<file path="src/rtl/multi_mode_seq_gen.sv">
// Free-running sequence generator: up/down binary count, Johnson ring or Galois LFSR,
// with count enable, synchronous parallel load and a registered one-cycle wrap pulse.
module multi_mode_seq_gen #(
   parameter int               WIDTH     = 8,
   parameter logic [WIDTH-1:0] LFSR_TAPS = WIDTH'(8'hB8),
   parameter logic [WIDTH-1:0] SEED      = WIDTH'(1)
) (
   input  logic             clk,
   input  logic             rst,
   input  logic             en,
   input  logic [1:0]       mode,
   input  logic             load,
   input  logic [WIDTH-1:0] load_val,
   output logic [WIDTH-1:0] q,
   output logic             wrap
);

   typedef enum logic [1:0] {
      MODE_UP      = 2'b00,
      MODE_DOWN    = 2'b01,
      MODE_JOHNSON = 2'b10,
      MODE_LFSR    = 2'b11
   } mode_t;

   localparam logic [WIDTH-1:0] ALL_ONES     = '1;
   localparam logic [WIDTH-1:0] ALL_ZEROS    = '0;
   localparam logic [WIDTH-1:0] JOHNSON_LAST = {1'b1, {(WIDTH-1){1'b0}}};

   mode_t            mode_sel;
   logic [WIDTH-1:0] lfsr_step;
   logic [WIDTH-1:0] q_next;
   logic             wrap_next;

   assign mode_sel  = mode_t'(mode);
   assign lfsr_step = (q >> 1) ^ (q[0] ? LFSR_TAPS : ALL_ZEROS);

   always_comb begin
      q_next    = q;
      wrap_next = 1'b0;
      unique case (mode_sel)
         MODE_UP: begin
            q_next    = q + WIDTH'(1);
            wrap_next = (q == ALL_ONES);
         end
         MODE_DOWN: begin
            q_next    = q - WIDTH'(1);
            wrap_next = (q == ALL_ZEROS);
         end
         MODE_JOHNSON: begin
            // Invalid Johnson codes are left alone and just keep shifting.
            q_next    = {q[WIDTH-2:0], ~q[WIDTH-1]};
            wrap_next = (q == JOHNSON_LAST);
         end
         MODE_LFSR: begin
            // All-zero is the LFSR lock-up state; restart from SEED without flagging a wrap.
            if (q == ALL_ZEROS) begin
               q_next    = SEED;
               wrap_next = 1'b0;
            end else begin
               q_next    = lfsr_step;
               wrap_next = (lfsr_step == SEED);
            end
         end
         default: begin
            q_next    = q;
            wrap_next = 1'b0;
         end
      endcase
   end

   always_ff @(posedge clk) begin
      if (rst) begin
         q    <= '0;
         wrap <= 1'b0;
      end else if (load) begin
         q    <= load_val;
         wrap <= 1'b0;
      end else if (en) begin
         q    <= q_next;
         wrap <= wrap_next;
      end else begin
         wrap <= 1'b0;
      end
   end

endmodule

</file>
<file path="config.mk">
export PLATFORM = sky130hd
export DESIGN_NAME = multi_mode_seq_gen
export DESIGN_NICKNAME = d
export VERILOG_FILES = /design/src/rtl/multi_mode_seq_gen.sv
export SDC_FILE = /design/constraint.sdc
export NUM_CORES = 1
export LEC_CHECK = 0
export ABC_CLOCK_PERIOD_IN_PS = 1700
export CORE_MARGIN = 5
export CORE_UTILIZATION = 46
export DETAILED_ROUTE_END_ITERATION = 6
export GPL_TIMING_DRIVEN = 0
export PLACE_DENSITY = 0.81
export SLEW_MARGIN = 5
export SYNTH_ARGS = -nofsm -noshare
export SYNTH_HDL_FRONTEND = slang
export SYNTH_SLANG_ARGS = --single-unit
</file>
<file path="constraint.sdc">
create_clock -name clk -period 1.7 [get_ports clk]
set_input_delay 0.17 -clock clk [delete_from_list [all_inputs] [get_ports clk]]
set_output_delay 0.17 -clock clk [all_outputs]
set_load 0.02 [all_outputs]
</file>
======== Word-level counts from Yosys, hierarchy flattened ========
Cells that the tools add are included.
storage, ports and cells
  bits in registers ....................... 9
  bits in latches ......................... 0
  bits in writable memories ............... 0
  memory bits (read-only) ................. 0
  output and inout bits ................... 9
  word-level logic and storage cells ...... 24
  memories ................................ 0
cells by class
  add/subtract/negate cells ............... 2
  multipliers ............................. 0
  div/mod/pow operators ................... 0
  $lt $le $gt $ge ......................... 0
  eq/ne operators ......................... 6
  shifts and indexed selects .............. 0
  muxes and demuxes ....................... 7
  bitwise logic cells ..................... 3
  reductions and logical operators ........ 4
operators by type and width
  kind                                                                    number
  8-bit two-way mux                                                       4
  8-bit case mux with 4 select lines                                      1
  8-bit equality test (second input constant)                             2
  8-bit by 1-bit adder with 8-bit output (second input constant)          1
  8-bit by 1-bit equality test with 1-bit output (second input constant)  1
  8-bit zero test                                                         1
  8-bit by 1-bit subtractor with 8-bit output (second input constant)     1
  7-bit by 8-bit XOR with 8-bit output                                    1
  2-bit equality test (second input constant)                             2
  1-bit case mux with 4 select lines                                      1
  3-bit OR reduction                                                      1
  2-bit by 1-bit equality test with 1-bit output (second input constant)  1
  2-bit zero test                                                         1
  1-bit NOT                                                               2
  2-bit nonzero test                                                      1
  1-bit two-way mux                                                       1

======== Longest topological paths before layout ========
  depth after elaboration ................. 6
  depth in mapped cells ................... 9
  depth with buffers taken out ............ 8

======== Worst setup path before layout ========
No wires, ideal clock.
  path kind ............................... flip-flop to flip-flop
  start ................................... register q[1]
  end ..................................... register q[6]
  library setup time ...................... 64 ps
  arrival ................................. 1,776 ps
  setup slack ............................. -139 ps
  cell stages (with the launch flop) ...... 9
  path buffers ............................ 1
  period minus slack after synthesis ...... 1,839 ps
  cells stage by stage .................... dfxtp_1 -> buf_6 -> xnor2_1 -> ha_1 -> nor4b_1 -> nand2_1 -> o21ai_0 -> mux2_2 -> nor2_1
between the ends
  longest elaborated chain between the ends .. 5
  elaborated cells on any way between the ends .. 7
ends and longest elaborated chain
  element                                                                              line  RTL
  start: declaration                                                                   14    output logic [WIDTH-1:0] q,
  start signal: assignment                                                             76    q <= load_val;
  start signal: assignment                                                             79    q <= q_next;
  branches (longest 2 deep; another with 8-bit by 1-bit subtractor with 8-bit output)  -
  8-bit case mux with 4 select lines (*)                                               40    unique case (mode_sel)
  8-bit two-way mux (*)                                                                78    end else if (en) begin
  8-bit two-way mux (*)                                                                75    end else if (load) begin
Every way passes the cells marked *. The select of a mux whose other input is x is not followed.
A chain may end at the register's enable or synchronous reset.

======== Worst setup path after layout ========
  start ................................... register q[1]
  end ..................................... register q[2]
The elaborated chain is that of the path after synthesis.

==> metrics.md <==
| Metric | Value |
|---|---|
| DR DRC count | 0 |
| Port bufs | 19 |
| DRT iter0 DRCs | 50 |
| CTS buffer count | 3 |
| Final period util | 100.3% |
| Synth top area share | 16.74% |
| CTS H-tree depth | 1 |
| RSZ-0062 raised after global routing | yes |
| Synth-to-Final Area Change | 37.56% |
| Worst-path clk slew | about 0.070 ns |
| Die H | approximately 60 µm |
| Total wire length | approximately 3200 µm |
| Count leader, synth | a21oi_1 |
| Prevailing post-synth register cell | dfxtp_1 |
| CP arrival | around 1.9 ns |
| Vias | around 1200 |
| CP startpoint kind | flop |
| Max Clock Skew | about 0.0018 ns |
| Crit. End Element | flop |
| Final setup vio count | 1 |
| Fin crit period | around 1.7 ns |
| Drt first pass iters | 4 |
| Total gr overflow | 0 |
| Worst VDD drop | approximately 500 µV |
| Mapped Avg Cell Area | a little under 8 µm² |
| DP Wirelength | 2222 µm |
| CP Max Fanout | 6 |
| CTS tree | yes |
| Final setup margin | -0.005394 ns |
| Top cells by area, synth | dfxtp_1 17%, ha_1 9.3%, buf_6 7.3%, a21oi_1 6.5%, xnor2_1 4.1% |
| Via density | approximately 6.2 |
| Seq/Total Area, Yosys | approximately 17% |
| Placer Congestion | 0.9348 |
| Async S/R FF share, synth | 0% |
| Largest net degree at the start of global routing | 11 |
| Synth Register Bits | 9 |
| CP Launch Point | q[1] |
| Max Cap Violations | 0 |
| Max Transition Viols Final | 0 |
| Failing checks | negative setup slack |
| Relative slew slack | ~70% |
| Hold WC Path Type | in2reg |
| Global-route wire length before repair | 5188 µm |
| Synth Instances | about 140 |
| Ant. Diodes | 0 |
| Worst reg2reg path depth | 6 |
| Routed WL per cell | 16.49 µm |
| FF-to-FF End | q[2] |
| Number of global-route vias before repair | 1076 |
| Power Density | ~560 nW/µm² |
| Cell area after synthesis | between 1000 and 1500 µm² |
| Hold Fails Final Rpt | 0 |
| Fmax | ~0.59 GHz |
| Die ar. | 3406 µm² |
| Ports | 23 |
| Die Wd | a little under 60 µm |
| Initial antenna violation count | 0 |
| Initial Util | approximately half |
| Clock Latency Late Sink | 0.28 ns |
| Clock tree buffer depth | 2 |
| CTS root buf | clkbuf_4 |
| Post-Syn Nets | ~160 |
| Crit path kind | reg2reg |
| GRT Total Usage | about a fifth |
| Sink Count | 9 |
| Synth cell count leaders | 14 x a21oi_1, 11 x nor2_1, 10 x nand2_1 |
| Ys Warns | 0 |
| Status | finished with violations |
| Flop2flop setup slack | -0.005 ns |
| Worst setup path endpoint | q[2] |
| Layout cells sized above 1 | 28.48% |
| Setup_tns | -0.005394 ns |
| Finished Cell Area | 1480 µm² |
| Worst-Margin Slew | between 0.4 and 0.5 ns |
| Worst r2r src | q[1] |
| Yosys top cell by area | dfxtp_1 |
| Final net count | 188 |
| Rows | 17 |
| Post-synth EDFFs | 0 |
| WP data required | roughly 1.9 ns |
| Core ar. | roughly 2200 µm² |
| Static leakage | between 0.5 and 0.6 nW |
| Synth unique cells | 46 |
| Area post-placement | ~1300 µm² |
| Post-route ant nets | 0 |
## cells by family (layout without fill, tap and decap cells)
| group | count (synthesis) | count (layout) | synth area share [%] |
|---|---|---|---|
| multiplexers | 4 | 4 | 3.837 |
| adder cells (fa/ha/maj) | 8 | 8 | 9.303 |
| AND/OR/NAND/NOR | 44 | 44 | 21.86 |
| XOR/XNOR | 8 | 8 | 6.512 |
| AO/OA/AOI/OAI | 43 | 43 | 27.56 |
| flip-flops | 9 | 9 | 16.74 |
| buffers and inverters | 20 | 49 | 14.19 |
## flip-flops by register name, summed over array words and instances, names as in the netlist
signal	count
wrap	1
q	8
## through the flow
| stage | total power [W] | cells | setup slack, ns | hold slack (ns) | utilization, % |
|---|---|---|---|---|---|
| floorplan | 0.0004895 | 136 | -0.02409 | 0.3128 | - |
| global placement | 0.0005870 | 183 | -0.2965 | 0.6396 | 59.61 |
| detailed placement | 0.0005921 | 183 | -0.2672 | 0.6399 | 59.61 |
| CTS | 0.0008000 | 192 | -0.05536 | 0.3613 | 64.15 |
| global route | 0.0008843 | 193 | -0.08585 | 0.3822 | 66.27 |
| finish | 0.0008307 | 193 | -0.005394 | 0.3674 | 66.27 |
## cells in the final DEF (no fill, tap or decap), types with 2 or more instances in the layout
cell and count:
dfxtp_2 4, nor2_2 2, inv_1 5, a31oi_1 2, nand2_1 10, clkdlybuf4s50_1 19
ha_1 7, nor2_1 9, clkbuf_4 3, xnor2_1 4, dfxtp_1 3, o22ai_1 2
o21ai_0 5, dfxtp_4 2, clkbuf_1 2, nor3_1 4, buf_6 5, a211oi_1 3
buf_4 8, nand3_1 4, a21oi_1 14, xor2_1 3, a311o_1 3, a221oi_2 3
buf_2 2, mux2i_1 2, nand2b_1 2
## worst max-delay path, stage by stage (launching register included)
cell      delay (ns)
dfxtp_4         0.39
xnor2_4         0.17
ha_4            0.18
mux2i_2         0.23
xnor2_1         0.11
a211o_1         0.32
a221oi_2        0.22
## layer usage
metal / global-route usage [%] / wire [µm] / vias up
met4: 5.960 / 40 / 0
met2: 31.74 / 1526 / 66
met5: 0 / 0 / -
li1: - / - / 560
met1: 26.69 / 1334 / 557
met3: 3.070 / 281 / 5
## power breakdown
| part | internal (W) | leakage [nW] | switching, W |
|---|---|---|---|
| sequential | 0.000228 | 0.0769 | 0.0000301 |
| clock | 0.0000913 | 0.0150 | 0.0000953 |
| combinational | 0.000194 | 0.501 | 0.000192 |
## timing repair
action | in CTS | in global routing
setup buffers | 6 | 2
hold buffers | 0 | 0
resized for setup | 11 | 14
endpoints found under the setup margin | 6 | 9
pin swaps | 9 | 9
## worst min-delay path by stage
stage | start | endpoint | depth (start not counted) | slack (ns)
after floorplan | load_val[0] | q[0] | 2 | 0.31
after global placement | rst | q[0] | 2 | 0.64
after detailed placement | rst | q[0] | 2 | 0.64
after CTS | rst | q[2] | 2 | 0.36
after global routing | rst | q[2] | 2 | 0.38
final | rst | q[0] | 2 | 0.37
## cell type report
cell class	instances	area (µm²)
Inverter	7	26.28
Clock buffer	4	26.28
Buffer	11	98.84
Tap cell	28	35.03
Fill cell	198	753.2
Multi-Input combinational cell	107	850.8
Timing Repair Buffer	27	250.2
Sequential cell	9	192.7
No activity file was read; power rests on OpenSTA's default activity.
